**src/rtl/fetch_unit.sv**
```systemverilog
// Instruction fetch sequencer: IDLE -> REQ -> WAIT -> ISSUE, one word per control-unit retirement.
// Optional build macro FETCH_HALT_EN adds halt-on-16'hFFFF detection.
module fetch_unit #(
    parameter int ADDR_W   = 8,
    parameter int RESET_PC = 0
) (
    input  logic              clk,
    input  logic              rst,
    input  logic              start,
    input  logic              done,
    output logic              mem_rd_en,
    output logic [ADDR_W-1:0] mem_addr,
    input  logic [15:0]       mem_data,
    output logic [15:0]       instruction,
    output logic              run,
    output logic [ADDR_W-1:0] pc,
    output logic              halted
);

    localparam logic [ADDR_W-1:0] RST_PC = ADDR_W'(RESET_PC);

    typedef enum logic [1:0] {IDLE, REQ, WAIT, ISSUE} state_t;

    state_t            state, state_next;
    logic [ADDR_W-1:0] pc_next, addr_next;
    logic [15:0]       instr_next;
    logic              run_next, rd_en_next, halt_next, halted_q;
    logic              halt_word;

`ifdef FETCH_HALT_EN
    assign halt_word = (mem_data == 16'hFFFF);
    assign halted    = halted_q;
`else
    assign halt_word = 1'b0;
    assign halted    = 1'b0;
`endif

    always_comb begin
        // NOTE: every signal gets a default first so no path leaves one unassigned (no latches).
        state_next = state;
        pc_next    = pc;
        instr_next = instruction;
        run_next   = run;
        halt_next  = halted_q;
        case (state)
            IDLE:  if (start && !halted_q) state_next = REQ;
            REQ:   state_next = WAIT;
            WAIT: begin
                if (halt_word) begin
                    // Halt word is never issued; the FSM parks until reset.
                    halt_next  = 1'b1;
                    state_next = IDLE;
                end else begin
                    instr_next = mem_data;
                    run_next   = 1'b1;
                    state_next = ISSUE;
                end
            end
            ISSUE: begin
                if (done) begin
                    run_next   = 1'b0;
                    pc_next    = pc + ADDR_W'(1);
                    state_next = start ? REQ : IDLE;
                end
            end
            default: state_next = IDLE;
        endcase
        // Outputs are registered from the next state so they line up with the state itself.
        rd_en_next = (state_next == REQ);
        addr_next  = rd_en_next ? pc_next : mem_addr;
    end

    always_ff @(posedge clk) begin
        // NOTE: state registers use non-blocking assignments so all flops update together.
        if (!rst) begin
            state       <= IDLE;
            pc          <= RST_PC;
            instruction <= 16'h0000;
            run         <= 1'b0;
            mem_rd_en   <= 1'b0;
            mem_addr    <= RST_PC;
            halted_q    <= 1'b0;
        end else begin
            state       <= state_next;
            pc          <= pc_next;
            instruction <= instr_next;
            run         <= run_next;
            mem_rd_en   <= rd_en_next;
            mem_addr    <= addr_next;
            halted_q    <= halt_next;
        end
    end

endmodule

```
**config.mk**
```make
export PLATFORM = sky130hd
export DESIGN_NAME = fetch_unit
export DESIGN_NICKNAME = d
export VERILOG_FILES = /design/src/rtl/fetch_unit.sv
export SDC_FILE = /design/constraint.sdc
export NUM_CORES = 1
export LEC_CHECK = 0
export ABC_AREA = 0
export BUFFER_PORTS_ARGS = -buffer_cell sky130_fd_sc_hd__buf_2
export CAP_MARGIN = 15
export CORE_MARGIN = 2
export CORE_UTILIZATION = 47
export DETAILED_ROUTE_END_ITERATION = 8
export PLACE_DENSITY = 0.82
export SYNTH_ARGS = -nofsm -noshare
export SYNTH_HDL_FRONTEND = slang
export SYNTH_SLANG_ARGS = --single-unit
```
**constraint.sdc**
```tcl
create_clock -name clk -period 1.8 [get_ports clk]
set_input_delay 0.09 -clock clk [delete_from_list [all_inputs] [get_ports clk]]
set_output_delay 0.09 -clock clk [all_outputs]
set_load 0.05 [all_outputs]
```
==> run_results.csv, run 1 <==
group,metric,value,unit
run_status,outcome,"finished, violations left",
logic_synthesis,syn_inst,158,
logic_synthesis,synth.top_cell.area_share,51.38,%
clock_network,cts_tree,"done",
worst_hold_path,min_path_type,"primary input to flop",
worst_setup_path,critPathMaxStageDelay,0.56,ns
worst_setup_path,worstPathArrival,1.89,ns
clock_network,post_cts_buffers,0,
worst_setup_path,crit_required,2.05,ns
detailed_routing,vias,1339,
logic_synthesis,synth_area_leaders,"dfxtp_1 51%, nand2_1 9.6%, a21oi_1 7.9%, a311oi_1 2.5%, nor3_1 2.5%",
worst_setup_path,worstSetupEndpointType,"flop",
clock_network,cts_root_buf,"clkbuf_4",
global_routing,grt_remaining_overflow,0,
logic_synthesis,synth_edf_count,0,
die,rows,19,
power,p_per_area,888.3,nW/um2
detailed_routing,routed.top_layer,"met4",
clock_network,clkLatencyLatePin,0.33,ns
logic_synthesis,synthArstFlopShare,0,%
die,start_util,50.00,%
global_routing,antenna_found_initial,0,
clock_network,numClockSinks,36,
logic_synthesis,syn_avg_cell_area,8.877,um2
global_routing,grt_first_pass_wirelength,5.485,mm
detailed_routing,wl_met2,1.748,mm
worst_setup_path,cp_max_fo,10,
die,core_area,2805,um2
place,place_hpwl,2.283,mm
timing,report.final.slew_viol_count,0,
detailed_routing,drt_wl_total,3.401,mm
place,port_buffers,53,
timing,worst_slack,0.1579,ns
clock_network,cts_buffer_depth,2,
worst_setup_path,worstSetupStartpointType,"flop",
timing,max_freq,609.0,MHz
timing,worst_pin_slew,0.5622,ns
die,die_w,58.63,um
global_routing,grt_pass1_vias,1261,
logic_synthesis,synth_fp_nets,179,
timing,hold_slack,0.08071,ns
die,dieArea,3437,um2
power,irDropWorstVdd,0.6503,mV
timing,final_hold_viol_count,0,
timing,setup_viol,0,
run_status,violations,"design-rule violations",
logic_synthesis,synth_top_cell_by_area,"dfxtp_1",
worst_setup_path,slowest_stage,"or4_4",
cells_and_area,area_growth_syn_to_layout,36.04,%
worst_setup_path,crit_type,"flop to flop",
logic_synthesis,ys_ff_latch,36,
clock_network,path_clk_slew,0.10,ns
clock_network,cts-htree-levels,2,
worst_setup_path,crit_path_cell_trace,"nand4_4 > or4_4 > a311oi_2",
logic_synthesis,yosys_warnings,0,
logic_synthesis,ys.flop_type,"dfxtp_1",
timing,period_share,91.23,%
logic_synthesis,mappedNetlistArea,1403,um2
detailed_routing,drc,5,
timing,fin_tns_setup,0,ns
detailed_routing,drt_first_pass_iters,6,
cells_and_area,drive_above_1_share,33.04,%
cells_and_area,diodes,0,
run,cap_viol_max_count,0,
global_routing,groute.usage.overall,21.28,%
logic_synthesis,synth_seq_area_share,51.38,%
die,chipHeight,58.63,um
clock_network,cts_buffers,5,
detailed_routing,m1WireLength,1.395,mm
timing,worst_clock_skew,0.004797,ns
detailed_routing,antenna_left,0,
detailed_routing,wl_per_cell,13.03,um
timing,rsz0062_at_grt,"false",
logic_synthesis,ys_types,30,
place,dp_slack,0.1567,ns
detailed_routing,via_per_inst,5.130,
cells_and_area,layout.nets,250,
global_routing,grt_max_degree,22,
detailed_routing,met3_wirelength,229,um
timing,period_needed,1.642,ns
place,gp_congestion,0.8016,
die,boundaryPins,55,
timing,max-slew-margin-rel,62.29,%
power,p_leak,0.8410,nW
detailed_routing,drt-initial-drc-count,56,
worst max-delay path: cells and delay by family, from the launching register on:
kind / cells / cell delay [ns]
and+or+nand+nor: 2 / 0.76
DFF: 1 / 0.53
AOI/OAI and AO/OA: 1 / 0.26
flip-flops by register name, summed over array words and instances (netlist names):
signal	count
instruction	16
mem_addr	8
pc	8
state	2
mem_rd_en	1
run	1
kinds of logic (layout without fill, tap and decap cells):
family / count (synthesis) / in the layout / synth area share [%]
AND/OR/NAND/NOR: 66 / 66 / 23.73
XOR/XNOR: 2 / 2 / 1.249
other: 1 / 1 / 0.2674
multiplexers: 1 / 1 / 0.7137
adder cells (fa/ha/maj): 1 / 1 / 0.8919
flip-flops: 36 / 36 / 51.38
buffers and inverters: 13 / 85 / 5.620
AO/OA/AOI/OAI: 38 / 38 / 16.15
worst paths after layout:
| path | slack (ns) | depth (start not counted) | endpoint | from |
|---|---|---|---|---|
| setup / recovery | 0.16 | 3 | mem_addr[7]$_SDFFE_PN0N_ | state[1]$_SDFF_PN0_ |
| hold / removal | 0.08 | 3 | state[0]$_SDFF_PN0_ | start |
| setup reg to reg | 0.16 | 3 | mem_addr[7]$_SDFFE_PN0N_ | state[1]$_SDFF_PN0_ |
| hold reg to reg | 0.46 | 2 | instruction[7]$_SDFFE_PN0P_ | instruction[7]$_SDFFE_PN0P_ |
stage by stage:
stage	cell area (um2)	power (mW)	cells	utilization [%]
final	1908	1.695	261	68.02
after global routing	1908	1.782	261	68.02
after CTS	1908	1.714	261	68.02
after detailed placement	1679	1.246	236	59.86
after global placement	1679	1.238	236	59.86
after floorplan	1405	1.158	158	-
report_power, final:
group	internal, mW	leakage [nW]	switching [mW]
clock network	0.193	0.0326	0.247
logic	0.123	0.514	0.260
registers	0.843	0.294	0.0294
synthesized netlist by cell type (3+ instances only):
| library cell | count |
|---|---|
| nand4_1 | 3 |
| a21oi_1 | 22 |
| dfxtp_1 | 36 |
| a311oi_1 | 4 |
| buf_6 | 3 |
| o21ai_0 | 6 |
| or3_2 | 4 |
| nand2_1 | 36 |
| nor2_1 | 6 |
| nor3_1 | 7 |
| clkbuf_1 | 7 |
cell usage in the layout (no fill, tap or decap):
master and n:
nand2b_1 1, o21ai_0 6, or2_1 1, nor2b_1 2
dfxtp_2 2, clkbuf_1 2, buf_4 6, a311oi_2 1
conb_1 1, nand3_1 1, a211oi_1 2, dlygate4sd3_1 17
mux2i_1 1, ha_1 1, nand4_1 3, clkinv_1 1
and4_2 1, o22ai_1 1, clkbuf_8 1, dfxtp_1 34
a21oi_1 22, and2_1 1, nand4_4 1, or4_4 1
a311oi_1 4, nor3b_2 1, nor3_1 7, clkbuf_4 5
o31ai_1 2, nor2_1 6, or3_2 4, nand2_1 36
xor2_1 2, buf_2 53
final cells by class:
cell class / count / area, um2
fillers: 220 / 897.1
flip-flops and latches: 36 / 723.2
multi-input cells: 109 / 603.1
repair buffers: 76 / 480.5
clock buffers: 8 / 58.81
well taps: 31 / 38.79
inverters: 1 / 3.754
metal layers:
| layer | up-vias | track usage (%) |
|---|---|---|
| met1 | 603 | 22.85 |
| met3 | 3 | 7.912 |
| li1 | 690 | - |
| met5 | - | 0 |
| met2 | 43 | 38.68 |
| met4 | 0 | 6.494 |
what timing repair did:
| action | in CTS | in global routing |
|---|---|---|
| endpoints found under the hold margin | 17 | 0 |
| resized for setup | 0 | 0 |
| setup endpoints to repair | 0 | 0 |
| hold buffers | 17 | 0 |
No activity file was read; power rests on OpenSTA's default activity.
==> run 2, diff against run 1 <==
--- a/config.mk
+++ b/config.mk
@@ -9,9 +9,10 @@
 export BUFFER_PORTS_ARGS = -buffer_cell sky130_fd_sc_hd__buf_2
 export CAP_MARGIN = 15
 export CORE_MARGIN = 2
-export CORE_UTILIZATION = 47
+export CORE_UTILIZATION = 45
 export DETAILED_ROUTE_END_ITERATION = 8
-export PLACE_DENSITY = 0.82
+export PLACE_DENSITY = 0.79
+export SLEW_MARGIN = 20
 export SYNTH_ARGS = -nofsm -noshare
 export SYNTH_HDL_FRONTEND = slang
 export SYNTH_SLANG_ARGS = --single-unit
==> run_results.csv, run 2 (synthesis results as in run 1) <==
group,metric,value,unit
place,port_buffers,53,
die,rows,20,
cells_and_area,fin_cells,261,
cells_and_area,top_regs,"instruction: 16 flops, mem_addr: 8 flops, pc: 8 flops",
timing,fin_tns_setup,0,ns
worst_setup_path,crit_required,2.04,ns
power,p_per_area,897.8,nW/um2
timing,max_freq,627.4,MHz
die,dieArea,3580,um2
place,dp.cells,237,
place,gp_congestion,0.7979,
cells_and_area,drive_above_1_share,33.33,%
worst_setup_path,worstSetupEndpointType,"flop",
global_routing,grt_first_pass_wirelength,5.244,mm
clock_network,cts_buffers,5,
clock_network,cts-htree-levels,2,
worst_setup_path,slowest_stage,"or4_4",
timing,period_share,88.55,%
global_routing,grt_max_degree,30,
cells_and_area,n_fill_cell,261,
run,cap_viol_max_count,0,
timing,rsz0062_at_grt,"false",
worst_setup_path,critPathMaxStageDelay,0.56,ns
global_routing,grt_pass1_vias,1233,
place,place_hpwl,2.129,mm
die,die_w,59.83,um
cells_and_area,largest_register,"instruction",
worst_setup_path,reg2reg_slack,0.21,ns
die,chipHeight,59.83,um
cells_and_area,mostFrequentLayoutCells,"53 x buf_2, 36 x nand2_1, 34 x dfxtp_1, 22 x a21oi_1, 17 x dlygate4sd3_1",
power,power.total,1.714,mW
die,core_area,3003,um2
timing,setup_viol,0,
cells_and_area,final_core_util,63.58,%
timing,final_hold_viol_count,0,
timing,period_needed,1.594,ns
clock_network,post_cts_buffers,0,
detailed_routing,drt-initial-drc-count,84,
detailed_routing,via_per_inst,5.111,
global_routing,groute.usage.overall,19.93,%
timing,worst_clock_skew,0.01037,ns
cells_and_area,area_growth_syn_to_layout,36.13,%
power,irDropWorstVdd,0.6260,mV
power,p_leak,0.8410,nW
run_status,outcome,"finished clean",
worst_setup_path,worstPathArrival,1.84,ns
detailed_routing,wl_per_cell,12.59,um
worst_hold_path,min_path_type,"primary input to flop",
clock_network,cts_hold_repair.buffers,17,
worst_setup_path,crit_path_cell_trace,"nand4_4 > or4_4 > a311oi_2",
detailed_routing,drt_first_pass_iters,4,
worst_setup_path,crit_type,"flop to flop",
clock_network,path_clk_slew,0.09,ns
clock_network,post_cts_resized,0,
global_routing,grt_remaining_overflow,0,
detailed_routing,antenna_left,0,
global_routing,antenna_found_initial,0,
detailed_routing,vias,1334,
cells_and_area,final_common_cell,"buf_2",
clock_network,clkLatencyLatePin,0.33,ns
die,start_util,46.71,%
clock_network,cts_buffer_depth,2,
die,boundaryPins,55,
cells_and_area,layout.nets,249,
timing,report.final.slew_viol_count,0,
worst_setup_path,cp_max_fo,10,
clock_network,numClockSinks,36,
detailed_routing,drc,0,
detailed_routing,drt_wl_total,3.285,mm
cells_and_area,diodes,0,
cells_and_area,largest_reg_flops,16,
worst_setup_path,reg2reg_depth,3,
clock_network,cts_root_buf,"clkbuf_4",
clock_network,cts_tree,"done",
worst_hold_path,hold_depth,3,
worst_setup_path,worstSetupStartpointType,"flop",
run 2: changes by cell type in the layout (fill, tap and decap cells not counted), sizes merged:
cell | previous run | this run
buf | 59 | 58
clkbuf | 8 | 7
run 2: critical path: cells and delay by family, from the launching register on:
family | cells | cell delay (ns)
AO/OA/AOI/OAI | 1 | 0.25
flip-flops | 1 | 0.51
AND/OR/NAND/NOR | 2 | 0.75
run 2: power breakdown:
group          internal (mW)  switching [mW]
sequential             0.843          0.0288
combinational          0.121           0.260
clock                  0.222           0.240
total                   1.19           0.529
run 2: final cells by class:
type / count / area [um2] / share of cell area (%)
Sequential cell: 36 / 723.2 / 37.88
Multi-Input combinational cell: 109 / 603.1 / 31.59
Timing Repair Buffer: 75 / 473.0 / 24.77
Clock buffer: 7 / 65.06 / 3.408
Tap cell: 33 / 41.29 / 2.163
Inverter: 1 / 3.754 / 0.1966
run 2: metal layers:
layer,global-route usage (%),wire [um]
met1,22.31,1403
met2,32.61,1588
met3,5.844,220
met4,13.02,72
met5,0,0
run 2: per-stage QoR:
step	hold slack, ns	area, um2	worst slack [ns]
2_1_floorplan	0.2117	1405	0.04683
3_3_place_gp	0.3331	1674	0.2504
3_5_place_dp	0.3357	1674	0.2333
4_1_cts	0.05729	1909	0.2143
5_1_grt	0.08289	1909	0.1053
6_report	0.1001	1909	0.2061
run 2: worst paths after layout:
| check | startpoint | to |
|---|---|---|
| worst min register to register | instruction[9]$_SDFFE_PN0P_ | instruction[9]$_SDFFE_PN0P_ |
| worst max register to register | state[1]$_SDFF_PN0_ | mem_addr[7]$_SDFFE_PN0N_ |
| worst min-delay path | start | state[0]$_SDFF_PN0_ |
| worst max-delay path | state[1]$_SDFF_PN0_ | mem_addr[7]$_SDFFE_PN0N_ |
==> run 3, diff against run 2 <==
--- a/config.mk
+++ b/config.mk
@@ -11,8 +11,9 @@
 export CORE_MARGIN = 2
 export CORE_UTILIZATION = 45
 export DETAILED_ROUTE_END_ITERATION = 8
+export MAX_ROUTING_LAYER = met4
 export PLACE_DENSITY = 0.79
-export SLEW_MARGIN = 20
+export SLEW_MARGIN = 10
 export SYNTH_ARGS = -nofsm -noshare
 export SYNTH_HDL_FRONTEND = slang
 export SYNTH_SLANG_ARGS = --single-unit
==> run_results.csv, run 3 (synthesis results as in run 1) <==
group,metric,value,unit
detailed_routing,drc,0,
timing,final_hold_viol_count,0,
timing,max_freq,627.7,MHz
worst_hold_path,hold_start,"start",
die,dieArea,3580,um2
cells_and_area,area_growth_syn_to_layout,36.13,%
timing,setup_viol,0,
worst_setup_path,timing.rr.start,"state[1]$_SDFF_PN0_",
detailed_routing,drt_first_pass_iters,4,
global_routing,grt_remaining_overflow,0,
place,port_buffers,53,
cells_and_area,layout.nets,249,
timing,period_share,88.51,%
clock_network,path_clk_slew,0.09,ns
power,seqPwrFrac,50.9,%
detailed_routing,via_per_inst,5.119,
timing,report.final.slew_viol_count,0,
run,cap_viol_max_count,0,
worst_setup_path,crit_type,"flop to flop",
detailed_routing,met3_wirelength,212,um
place,place_hpwl,2.129,mm
clock_network,post_cts_buffers,0,
power,p_per_area,897.4,nW/um2
power,p_sw,0.5279,mW
timing,hold_slack,0.09569,ns
worst_setup_path,startpoint,"state[1]$_SDFF_PN0_",
power,cell_internal_pwr,1.186,mW
timing,worst_clock_skew,0.007181,ns
timing,worst_slack,0.2068,ns
detailed_routing,routed.top_layer,"met4",
detailed_routing,antenna_left,0,
worst_hold_path,min_path_type,"primary input to flop",
worst_setup_path,crit_required,2.05,ns
die,start_util,46.71,%
clock_network,cts_root_buf,"clkbuf_4",
power,power.share.clock,26.9,%
detailed_routing,wl_met2,1.570,mm
die,die_w,59.83,um
global_routing,antenna_found_initial,0,
cells_and_area,n_fill_cell,261,
global_routing,grt_pass1_vias,1226,
cells_and_area,largest_reg_flops,16,
worst_setup_path,cp_max_fo,10,
worst_setup_path,worstSetupStartpointType,"flop",
die,core_area,3003,um2
global_routing,grt_first_pass_wirelength,5.237,mm
cells_and_area,top_regs,"instruction: 16 flops, mem_addr: 8 flops, pc: 8 flops",
power,combPwrFrac,22.3,%
die,rows,20,
clock_network,cts_tree,"done",
cells_and_area,diodes,0,
power,p_leak,0.8410,nW
worst_setup_path,worstSetupEndpointType,"flop",
detailed_routing,vias,1336,
worst_setup_path,r2r_end,"mem_addr[7]$_SDFFE_PN0N_",
detailed_routing,wl_per_cell,12.59,um
clock_network,cts_buffers,5,
detailed_routing,drt_wl_total,3.285,mm
die,chipHeight,59.83,um
clock_network,numClockSinks,36,
power,power.total,1.713,mW
worst_setup_path,worstPathArrival,1.84,ns
clock_network,cts-htree-levels,2,
place,dpl-instance-area,1674,um2
worst_setup_path,reg2reg_depth,3,
detailed_routing,m1WireLength,1.396,mm
global_routing,grt_max_degree,30,
timing,fin_tns_setup,0,ns
cells_and_area,drive_above_1_share,33.33,%
power,p_sw_share,30.81,%
clock_network,cts_hold_repair.buffers,17,
timing,rsz0062_at_grt,"false",
cells_and_area,largest_register,"instruction",
run_status,outcome,"finished clean",
worst_setup_path,crit_end,"mem_addr[7]$_SDFFE_PN0N_",
detailed_routing,drt-initial-drc-count,75,
place,gp_congestion,0.8094,
cells_and_area,final_common_cell,"buf_2",
timing,period_needed,1.593,ns
place,dp_slack,0.2333,ns
global_routing,groute.usage.overall,20.46,%
power,irDropWorstVdd,0.6260,mV
clock_network,clkLatencyLatePin,0.33,ns
clock_network,cts_buffer_depth,2,
die,boundaryPins,55,
worst_setup_path,reg2reg_slack,0.21,ns
cells_and_area,stdcell_area,1909,um2
cells_and_area,mostFrequentLayoutCells,"53 x buf_2, 36 x nand2_1, 34 x dfxtp_1, 22 x a21oi_1, 17 x dlygate4sd3_1",
clock_network,post_cts_resized,0,
## run 3: cell counts in the layout (fill, tap and decap cells not counted)
Identical to the previous run, type by type.
## run 3: per-layer routing
layer	track usage, %	vias up
li1	-	686
met1	22.04	593
met2	32.61	46
met3	6.061	11
met4	13.02	0
met5	-	-
## run 3: cell type report
cell class	count	area, um2	area share [%]
sequential	36	723.2	37.88
multi-input combinational	109	603.1	31.59
timing repair buffer	75	473.0	24.77
clock buffer	7	65.06	3.408
tap	33	41.29	2.163
inverter	1	3.754	0.1966
## run 3: power groups by stage
stage               clock [mW]  combinational [mW]  sequential, mW
finish                   0.461               0.381           0.871
global placement             0               0.350           0.888
detailed placement           0               0.351           0.890
floorplan                    0               0.130            1.03
global route             0.510               0.406           0.878
CTS                      0.476               0.380           0.871
## run 3: worst min-delay path by stage
stage	end	slack, ns	cells past startpoint
2_1_floorplan	mem_rd_en$_SDFF_PN0_	0.21	1
3_3_place_gp	instruction[7]$_SDFFE_PN0P_	0.33	3
3_5_place_dp	instruction[1]$_SDFFE_PN0P_	0.34	3
4_1_cts	state[0]$_SDFF_PN0_	0.06	3
5_1_grt	state[0]$_SDFF_PN0_	0.08	3
6_report	state[0]$_SDFF_PN0_	0.1	3
## run 3: critical path, cell delays in order, from the launching register on
cell,delay [ns]
dfxtp_1,0.51
nand4_4,0.19
or4_4,0.56
a311oi_2,0.25
## run 3: metrics by stage
step | cells | utilization [%]
2_1_floorplan | 158 | -
3_3_place_gp | 237 | 55.75
3_5_place_dp | 237 | 55.75
4_1_cts | 261 | 63.58
5_1_grt | 261 | 63.58
6_report | 261 | 63.58
